`src/rtl/alu_pkg.sv`:
```
// Shared ALU definitions: op codes, writeback selects, and the payload
// stored by the ALU output stage.
package alu_pkg;

  localparam int DATA_W = 32;

  localparam logic [4:0] C_ADD_U = 5'h00;
  localparam logic [4:0] C_SUB_U = 5'h01;
  localparam logic [4:0] C_MUL_U = 5'h02;
  localparam logic [4:0] C_MUL_S = 5'h03;
  localparam logic [4:0] C_ADD_S = 5'h04;
  localparam logic [4:0] C_SUB_S = 5'h05;
  localparam logic [4:0] C_AND   = 5'h06;
  localparam logic [4:0] C_OR    = 5'h07;
  localparam logic [4:0] C_XOR   = 5'h08;
  localparam logic [4:0] C_NOR   = 5'h09;
  localparam logic [4:0] C_SLT   = 5'h0A;
  localparam logic [4:0] C_SLTU  = 5'h0B;
  localparam logic [4:0] C_SLL   = 5'h0C;
  localparam logic [4:0] C_SRL   = 5'h0D;
  localparam logic [4:0] C_SRA   = 5'h0E;
  localparam logic [4:0] C_LUI   = 5'h0F;

  localparam logic [1:0] C_SEL_RESULT = 2'd0;
  localparam logic [1:0] C_SEL_LO     = 2'd1;
  localparam logic [1:0] C_SEL_HI     = 2'd2;

  typedef struct packed {
    logic [DATA_W-1:0] data;
    logic              branch;
  } alu_out_entry_t;

  // Any code outside the multiply pair, including unassigned ones, is non-multiply.
  function automatic logic is_mul_op(input logic [4:0] opsel);
    case (opsel)
      C_MUL_U, C_MUL_S: is_mul_op = 1'b1;
      default:          is_mul_op = 1'b0;
    endcase
  endfunction

endpackage

```
`src/rtl/alu_out_stage_if.sv`:
```
// ALU-to-stage payload handshake and stage-to-writeback handshake.
// master is the side feeding the ALU payload and consuming the output.
interface alu_out_stage_if #(
  parameter int WIDTH = 32
);
  logic             in_valid;
  logic             in_ready;
  logic [WIDTH-1:0] in_result;
  logic [WIDTH-1:0] in_result_hi;
  logic             in_branch_taken;
  logic [4:0]       in_opsel;
  logic [1:0]       in_lo_hi_sel;
  logic             out_valid;
  logic             out_ready;
  logic [WIDTH-1:0] out_data;
  logic             out_branch;

  modport master (
    output in_valid, in_result, in_result_hi, in_branch_taken, in_opsel, in_lo_hi_sel,
    output out_ready,
    input  in_ready, out_valid, out_data, out_branch
  );

  modport slave (
    input  in_valid, in_result, in_result_hi, in_branch_taken, in_opsel, in_lo_hi_sel,
    input  out_ready,
    output in_ready, out_valid, out_data, out_branch
  );
endinterface

```
`src/rtl/skid_buffer.sv`:
```
// Two-entry valid/ready skid buffer: main entry drives the outputs, skid entry
// absorbs one extra payload so in_ready can come straight from a register.
module skid_buffer #(
  parameter type T = logic
) (
  input  logic clk,
  input  logic rst,
  input  logic flush,
  input  logic in_valid,
  output logic in_ready,
  input  T     in_data,
  output logic out_valid,
  input  logic out_ready,
  output T     out_data
);

  T     main_r;
  T     skid_r;
  logic main_valid_r;
  logic skid_full_r;
  logic accept_s;
  logic emit_s;
  logic main_free_s;

  // flush gates acceptance so a same-cycle input is never half-taken
  assign in_ready    = !skid_full_r && !flush;
  assign accept_s    = in_valid && in_ready;
  assign emit_s      = main_valid_r && out_ready;
  assign main_free_s = !main_valid_r || emit_s;

  // Main/skid entry storage; skid drains into main before any new input
  always_ff @(posedge clk or posedge rst) begin
    if (rst) begin
      main_r       <= '0;
      skid_r       <= '0;
      main_valid_r <= 1'b0;
      skid_full_r  <= 1'b0;
    end else if (flush) begin
      main_valid_r <= 1'b0;
      skid_full_r  <= 1'b0;
    end else if (main_free_s) begin
      if (skid_full_r) begin
        main_r       <= skid_r;
        main_valid_r <= 1'b1;
        skid_full_r  <= 1'b0;
      end else if (accept_s) begin
        main_r       <= in_data;
        main_valid_r <= 1'b1;
      end else begin
        main_valid_r <= 1'b0;
      end
    end else if (accept_s) begin
      skid_r      <= in_data;
      skid_full_r <= 1'b1;
    end
  end

  assign out_valid = main_valid_r;
  assign out_data  = main_r;

endmodule

```
`src/rtl/alu_out_stage.sv`:
```
// Registered stage after the ALU: maintains LO/HI, selects the writeback value
// at accept time and queues it through a two-entry skid buffer.
module alu_out_stage
  import alu_pkg::*;
#(
  parameter int WIDTH = DATA_W
) (
  input  logic             clk,
  input  logic             rst,
  input  logic             flush,
  alu_out_stage_if.slave   bus,
  output logic [WIDTH-1:0] lo_q,
  output logic [WIDTH-1:0] hi_q
);

  logic [WIDTH-1:0] lo_r;
  logic [WIDTH-1:0] hi_r;
  logic [WIDTH-1:0] sel_data_s;
  logic             accept_s;
  alu_out_entry_t   in_entry_s;
  alu_out_entry_t   out_entry_s;

  assign accept_s = bus.in_valid && bus.in_ready;

  // Writeback select uses LO/HI as held before this payload's own write
  always_comb begin
    sel_data_s = bus.in_result;
    case (bus.in_lo_hi_sel)
      C_SEL_LO: sel_data_s = lo_r;
      C_SEL_HI: sel_data_s = hi_r;
      default:  sel_data_s = bus.in_result;
    endcase
  end

  // Pack the selected value and branch outcome into one buffer entry
  always_comb begin
    in_entry_s        = '0;
    in_entry_s.data   = sel_data_s;
    in_entry_s.branch = bus.in_branch_taken;
  end

  // LO/HI follow every accepted multiply regardless of downstream stalls
  always_ff @(posedge clk or posedge rst) begin
    if (rst) begin
      lo_r <= '0;
      hi_r <= '0;
    end else if (accept_s && is_mul_op(bus.in_opsel)) begin
      lo_r <= bus.in_result;
      hi_r <= bus.in_result_hi;
    end
  end

  skid_buffer #(
    .T(alu_out_entry_t)
  ) u_skid (
    .clk       (clk),
    .rst       (rst),
    .flush     (flush),
    .in_valid  (bus.in_valid),
    .in_ready  (bus.in_ready),
    .in_data   (in_entry_s),
    .out_valid (bus.out_valid),
    .out_ready (bus.out_ready),
    .out_data  (out_entry_s)
  );

  assign bus.out_data   = out_entry_s.data;
  assign bus.out_branch = out_entry_s.branch;
  assign lo_q           = lo_r;
  assign hi_q           = hi_r;

endmodule

```
`src/flat_wrapper.sv`:
```
// flat-port wrapper written by rule: the top's interface ports become plain ports
module alu_out_stage_flat import alu_pkg::*;
#(
  parameter int WIDTH = DATA_W
)
  (clk, rst, flush, lo_q, hi_q, bus_in_valid, bus_in_result, bus_in_result_hi, bus_in_branch_taken, bus_in_opsel, bus_in_lo_hi_sel, bus_out_ready, bus_in_ready, bus_out_valid, bus_out_data, bus_out_branch);
  alu_out_stage_if #(.WIDTH(WIDTH)) bus_i ();
  input  logic clk;
  input  logic rst;
  input  logic flush;
  output logic [WIDTH-1:0] lo_q;
  output logic [WIDTH-1:0] hi_q;
  input wire logic [$bits(bus_i.in_valid)-1:0] bus_in_valid;
  input wire logic [$bits(bus_i.in_result)-1:0] bus_in_result;
  input wire logic [$bits(bus_i.in_result_hi)-1:0] bus_in_result_hi;
  input wire logic [$bits(bus_i.in_branch_taken)-1:0] bus_in_branch_taken;
  input wire logic [$bits(bus_i.in_opsel)-1:0] bus_in_opsel;
  input wire logic [$bits(bus_i.in_lo_hi_sel)-1:0] bus_in_lo_hi_sel;
  input wire logic [$bits(bus_i.out_ready)-1:0] bus_out_ready;
  output wire logic [$bits(bus_i.in_ready)-1:0] bus_in_ready;
  output wire logic [$bits(bus_i.out_valid)-1:0] bus_out_valid;
  output wire logic [$bits(bus_i.out_data)-1:0] bus_out_data;
  output wire logic [$bits(bus_i.out_branch)-1:0] bus_out_branch;
  assign bus_i.in_valid = bus_in_valid;
  assign bus_i.in_result = bus_in_result;
  assign bus_i.in_result_hi = bus_in_result_hi;
  assign bus_i.in_branch_taken = bus_in_branch_taken;
  assign bus_i.in_opsel = bus_in_opsel;
  assign bus_i.in_lo_hi_sel = bus_in_lo_hi_sel;
  assign bus_i.out_ready = bus_out_ready;
  assign bus_in_ready = bus_i.in_ready;
  assign bus_out_valid = bus_i.out_valid;
  assign bus_out_data = bus_i.out_data;
  assign bus_out_branch = bus_i.out_branch;
  alu_out_stage #(.WIDTH(WIDTH)) u_core (.clk(clk), .rst(rst), .flush(flush), .bus(bus_i), .lo_q(lo_q), .hi_q(hi_q));
endmodule
```
`config.mk`:
```
export PLATFORM = sky130hd
export DESIGN_NAME = alu_out_stage_flat
export DESIGN_NICKNAME = d
export VERILOG_FILES = /design/src/rtl/alu_pkg.sv /design/src/rtl/alu_out_stage_if.sv /design/src/rtl/skid_buffer.sv /design/src/rtl/alu_out_stage.sv /design/src/flat_wrapper.sv
export SDC_FILE = /design/constraint.sdc
export NUM_CORES = 1
export LEC_CHECK = 0
export CAP_MARGIN = 20
export CORE_UTILIZATION = 43
export DETAILED_ROUTE_END_ITERATION = 8
export GPL_TIMING_DRIVEN = 0
export PLACE_DENSITY = 0.81
export SKIP_CTS_REPAIR_TIMING = 1
export SYNTH_ARGS = -nofsm -noshare
export SYNTH_HDL_FRONTEND = slang
export SYNTH_SLANG_ARGS = --single-unit
```
`constraint.sdc`:
```
create_clock -name clk -period 5.6 [get_ports clk]
set_clock_uncertainty 0.05 [all_clocks]
set_input_delay 1.12 -clock clk [delete_from_list [all_inputs] [get_ports clk]]
set_output_delay 1.12 -clock clk [all_outputs]
set_load 0.03 [all_outputs]
```
=== Word-level counts from Yosys, hierarchy flattened ===
Index checks and enable logic that the tools add are counted.

* Multiplexer cells: 11
* Reduce and logical (&&, ||, !) cells: 14
* Bitwise operators: 2
* Equal/unequal tests: 4

{| class="wikitable"
|+ Operators with widths
! kind !! number
|-
| 2-to-1 mux 33 bit || 2
|-
| case mux 32 bit (2 select lines) || 1
|-
| == test 5 x 2 -> 1 bit (second input constant) || 2
|-
| 2-to-1 mux 1 bit || 8
|-
| AND reduction 3 bit || 2
|-
| logical AND 1 bit || 4
|-
| nonzero test 2 bit || 2
|-
| logical NOT 1 bit || 3
|-
| nonzero test 3 bit || 1
|-
| == test 2 x 1 -> 1 bit (second input constant) || 1
|-
| == test 2 bit (second input constant) || 1
|-
| inverter 1 bit || 2
|-
| OR reduction 2 bit || 1
|-
| logical OR 1 bit || 1
|}

* Flip-flop bits (word level): 132
* Logic and storage cells: 39
* Bits of input ports: 77
* Output and inout port bits: 99

=== Depth between registers and ports, before layout ===
* Depth after elaboration: 7
* Mapped depth: 7
* Gate-level depth less buffers: 5

=== By module ===
From an unflattened synthesis, not the netlist that was laid out.

* Cell total of the unflattened synthesis: 436
* Area total of the unflattened synthesis: 6058.3 µm²

{| class="wikitable"
|+ By module, submodules not included
! module !! cells an instance !! area an instance (µm²) !! times used !! sequential area each (µm²)
|-
| alu_out_stage || 250 || 3072.9 || 1 || 1601.5
|-
| skid_buffer || 186 || 2985.4 || 1 || 1701.6
|}

=== Worst setup path before layout ===
OpenSTA, ideal clock, no wires.

* Kind: in2out
* From: input port flush
* To: output port bus_in_ready
* Stages on the path: 1
* Data required time: 4.430 ns
* Arrival time: 1.467 ns
* Setup slack: 2.963 ns
* Buffers on the path: 0
* Cells stage by stage: nor2_2

* Longest elaborated chain between the ends: 2

{| class="wikitable"
|+ Ends and longest elaborated chain
! element !! RTL line !! RTL
|-
| from (decl) || flat_wrapper.sv:10 || <nowiki>input logic flush;</nowiki>
|-
| logical NOT 1 bit || skid_buffer.sv:26 || <nowiki>assign in_ready = !skid_full_r && !flush;</nowiki>
|-
| logical AND 1 bit || skid_buffer.sv:26 ||
|-
| to (decl) || flat_wrapper.sv:20 || <nowiki>output wire logic [$bits(bus_i.in_ready)-1:0] bus_in_ready;</nowiki>
|}

Every way passes these cells.

=== Worst setup path in the final report ===
Same ends and word-level chain as after synthesis.

==> results_tabular.tex <==
\begin{tabular}{lr}
\hline
Metric & Value \\
\hline
\multicolumn{2}{l}{\textbf{Outcome}} \\
Result of the run & complete, no violations \\
\multicolumn{2}{l}{\textbf{Timing}} \\
Hold slack final & 437 ps \\
Final hold violation count & 0 \\
Portion of the clock cycle consumed by the worst path in the final layout & 66.8\% \\
Worst Tran Pin Value & 673 ps \\
Unrepaired setup endpoints after global routing & false \\
Minimum period implied by the final worst setup slack & 3740 ps \\
Headroom to the max-slew limit & 55.2\% \\
Setup ws final & 1860 ps \\
Maximum operating frequency & 267 MHz \\
Setup TNS Final & 0 ps \\
Final number of max-transition violations & 0 \\
Number of failing setup endpoints in the final timing report & 0 \\
\multicolumn{2}{l}{\textbf{Yosys}} \\
YS warnings & 0 \\
Area share of the largest cell type after synthesis & 49.8\% \\
Yosys reg bits & 132 \\
Most area-hungry cell type in the Yosys netlist & sky130\_fd\_sc\_hd\_\_dfrtp\_1 \\
Number of instances in the synthesized netlist & 506 \\
Largest cells by area after synthesis & sky130\_fd\_sc\_hd\_\_dfrtp\_1, sky130\_fd\_sc\_hd\_\_mux2\_4, sky130\_fd\_sc\_hd\_\_mux2\_2 \\
Syn Nets & 585 \\
Part of the Yosys area used for sequential elements & 49.8\% \\
Count of unique library cells instantiated by Yosys & 24 \\
Post-synthesis instance area & 6640 um2 \\
Mean instance size in the synthesized netlist & 13.1 um2 \\
\multicolumn{2}{l}{\textbf{Die}} \\
IO Pins & 176 \\
Row cnt & 45 \\
Die Height & 126 um \\
Die X-Extent & 126 um \\
Die Footprint & 15900 um2 \\
Effective utilization at floorplan & 43.8\% \\
Placeable core area & 15100 um2 \\
\multicolumn{2}{l}{\textbf{Global route}} \\
Global-route wire length before repair & 28.9 mm \\
Vias in the first global route & 5371 \\
Overall track demand over capacity in global routing & 23.8\% \\
Largest net degree at the start of global routing & 74 \\
Number of antenna violations at the first check in global routing & 0 \\
Overflow after GRT & 0 \\
\multicolumn{2}{l}{\textbf{Setup path}} \\
Data required time of the critical path & 4430 ps \\
Crit path capture type & output pin \\
Crit Path Category & in2out \\
Type of element launching the critical path & input pin \\
Cell with the most instances on the worst path & sky130\_fd\_sc\_hd\_\_clkdlybuf4s50\_1 \\
Worst r2r src & u\_core.u\_skid.skid\_full\_r \\
Path length in cells of the critical path & 3 \\
Path depth of the worst reg2reg path & 4 \\
Maximum fanout encountered on the critical timing path & 4 \\
Sum of buffers and inverters on the critical path & 2 \\
Arrival time reported for the critical path endpoint & 2570 ps \\
Cells traversed along the worst timing path & clkdlybuf4s50\_1 > nor2\_2 > clkdlybuf4s50\_1 \\
CP max-delay cell & sky130\_fd\_sc\_hd\_\_clkdlybuf4s50\_1 \\
Crit-path max cell delay & 720 ps \\
Reg-to-Reg End & u\_core.u\_skid.out\_data[7] \\
Top Family by Delay on Critical Path & buffers and inverters \\
Worst-case register-to-register setup slack & 3490 ps \\
\multicolumn{2}{l}{\textbf{Layout}} \\
Final cell count without fillers & 901 \\
End-of-flow core utilization & 61.0\% \\
Post-layout instance area & 9240 um2 \\
Layout net count & 779 \\
Post-synthesis to final-layout area growth & 39.2\% \\
Ratio of cells with drive above 1 in the final layout & 24.4\% \\
ANT cells & 0 \\
\multicolumn{2}{l}{\textbf{Clocking}} \\
TritonCTS clock tree & done \\
Clock-pin transition on the worst setup and hold timing paths & 60 ps \\
Number of clock sinks & 132 \\
Clock insertion delay at the later pin of the skew report & 420 ps \\
Maximum number of buffers from clock root to sink & 2 \\
Buffer cell driving the clock tree root & sky130\_fd\_sc\_hd\_\_clkbuf\_16 \\
Level count of the clock H-tree & 4 \\
Clock buffer count from CTS & 17 \\
\multicolumn{2}{l}{\textbf{Drt}} \\
Average wire per standard cell & 20.1 um \\
Remaining routing DRC violations & 0 \\
Detailed router's first-iteration violation count & 336 \\
Routed wire length & 18.1 mm \\
Vias after detailed routing & 4929 \\
Antenna Nets Post-Route & 0 \\
Number of iterations in the first detailed-routing pass & 5 \\
Number of vias per cell after detailed routing & 5.47 \\
\multicolumn{2}{l}{\textbf{Placement}} \\
Placed Area & 8650 um2 \\
Count of input and output buffers & 174 \\
Place WS & 1880 ps \\
Placed Instances & 869 \\
Final weighted congestion of routability-driven global placement & 0.773 \\
Placed wire-length estimate & 12.7 mm \\
\multicolumn{2}{l}{\textbf{Power}} \\
Int Power & 2.46 mW \\
Power share of the combinational group & 32.1\% \\
Switch Pwr & 1.15 mW \\
Sequential fraction of design power & 36.5\% \\
Total design power & 3.61 mW \\
Leakage & 4.30 nW \\
Worst-case vdd ir drop & 213 uV \\
Clock group share of total power & 31.4\% \\
Sw Ratio & 31.8\% \\
Pwr Density & 390 nW/um2 \\
\multicolumn{2}{l}{\textbf{Worst hold path}} \\
Endpoint of the worst hold-timing path & u\_core.u\_skid.out\_data[0] \\
Cell count of the worst hold path & 1 \\
Origin of the worst min-delay path & u\_core.u\_skid.out\_data[0] \\
Hold Path Class & reg2reg \\
\multicolumn{2}{l}{\textbf{Flow run}} \\
Number of maximum-capacitance violations & 0 \\
\hline
\end{tabular}
-- Yosys cell counts --
cell	n
sky130_fd_sc_hd__dfrtp_1	132
sky130_fd_sc_hd__inv_1	67
sky130_fd_sc_hd__mux2_2	60
sky130_fd_sc_hd__mux2_4	60
sky130_fd_sc_hd__a221oi_1	32
sky130_fd_sc_hd__a22oi_1	32
sky130_fd_sc_hd__mux2i_1	32
sky130_fd_sc_hd__nor3b_1	32
sky130_fd_sc_hd__buf_2	13
sky130_fd_sc_hd__clkbuf_1	13
sky130_fd_sc_hd__mux2_1	11
sky130_fd_sc_hd__buf_6	6
sky130_fd_sc_hd__buf_1	3
sky130_fd_sc_hd__ha_1	2
sky130_fd_sc_hd__nor2_1	2
sky130_fd_sc_hd__a21oi_1	1
sky130_fd_sc_hd__nand2b_1	1
sky130_fd_sc_hd__nand3_1	1
sky130_fd_sc_hd__nand3_4	1
sky130_fd_sc_hd__nor2_2	1
sky130_fd_sc_hd__nor2b_1	1
sky130_fd_sc_hd__nor3_1	1
sky130_fd_sc_hd__nor3_2	1
sky130_fd_sc_hd__nor4b_2	1
-- sequential cells by signal, summed over array words and instances, names as in the netlist --
register / cells
u_core.u_skid.out_data: 33
u_core.u_skid.skid_r: 33
u_core.hi_q: 32
u_core.lo_q: 32
u_core.u_skid.out_valid: 1
u_core.u_skid.skid_full_r: 1
-- layout make-up --
class | count | area (um2)
Fill cell | 1165 | 5900
Sequential cell | 132 | 3300
Multi-Input combinational cell | 272 | 2890
Timing Repair Buffer | 175 | 1770
Clock buffer | 22 | 464
Inverter | 67 | 256
Tap cell | 188 | 235
Buffer | 35 | 193
Clock inverter | 10 | 130
-- power groups by stage --
stage	clock, mW	combinational [mW]	sequential, mW
finish	1.13	1.16	1.32
global route	1.19	1.22	1.34
CTS	1.15	1.17	1.31
detailed placement	0	1.16	1.33
global placement	0	1.13	1.31
floorplan	0	0.398	1.59
-- cell families after synthesis --
family,after synthesis,share of synthesized area [%]
flip-flops,132,49.8
multiplexers,163,30.4
AND/OR/NAND/NOR,42,4.81
buffers and inverters,102,6.69
adder cells (fa/ha/maj),2,0.377
AO/OA/AOI/OAI,65,7.92
-- placed cells by master (no fill, tap or decap), types with 3 or more instances in the layout --
master                            instances
sky130_fd_sc_hd__clkdlybuf4s50_1        174
sky130_fd_sc_hd__dfrtp_1                132
sky130_fd_sc_hd__inv_1                   66
sky130_fd_sc_hd__mux2_4                  60
sky130_fd_sc_hd__mux2_2                  60
sky130_fd_sc_hd__a22oi_1                 32
sky130_fd_sc_hd__nor3b_1                 32
sky130_fd_sc_hd__a221oi_1                32
sky130_fd_sc_hd__mux2i_1                 32
sky130_fd_sc_hd__clkbuf_16               17
sky130_fd_sc_hd__clkbuf_1                16
sky130_fd_sc_hd__buf_2                   13
sky130_fd_sc_hd__mux2_1                  11
sky130_fd_sc_hd__buf_6                    6
sky130_fd_sc_hd__clkinv_2                 5
sky130_fd_sc_hd__buf_1                    3
sky130_fd_sc_hd__bufinv_16                3
-- worst max path at each step --
stage | startpoint | end
after floorplan | rst | u_core.hi_q[0]
after global placement | rst | u_core.u_skid.out_data[17]
after detailed placement | flush | bus_in_ready
after CTS | flush | bus_in_ready
after global routing | flush | bus_in_ready
final | flush | bus_in_ready
-- metal layers --
| metal | track usage [%] | routed length, um | up-vias |
|---|---|---|---|
| met4 | 8.15 | 241 | 0 |
| met1 | 30.1 | 8080 | 2519 |
| met2 | 40.2 | 8960 | 176 |
| li1 | - | - | 2211 |
| met3 | 5.27 | 819 | 23 |
| met5 | 0 | 0 | - |
Note: power is estimated with default switching activity, not from simulation.
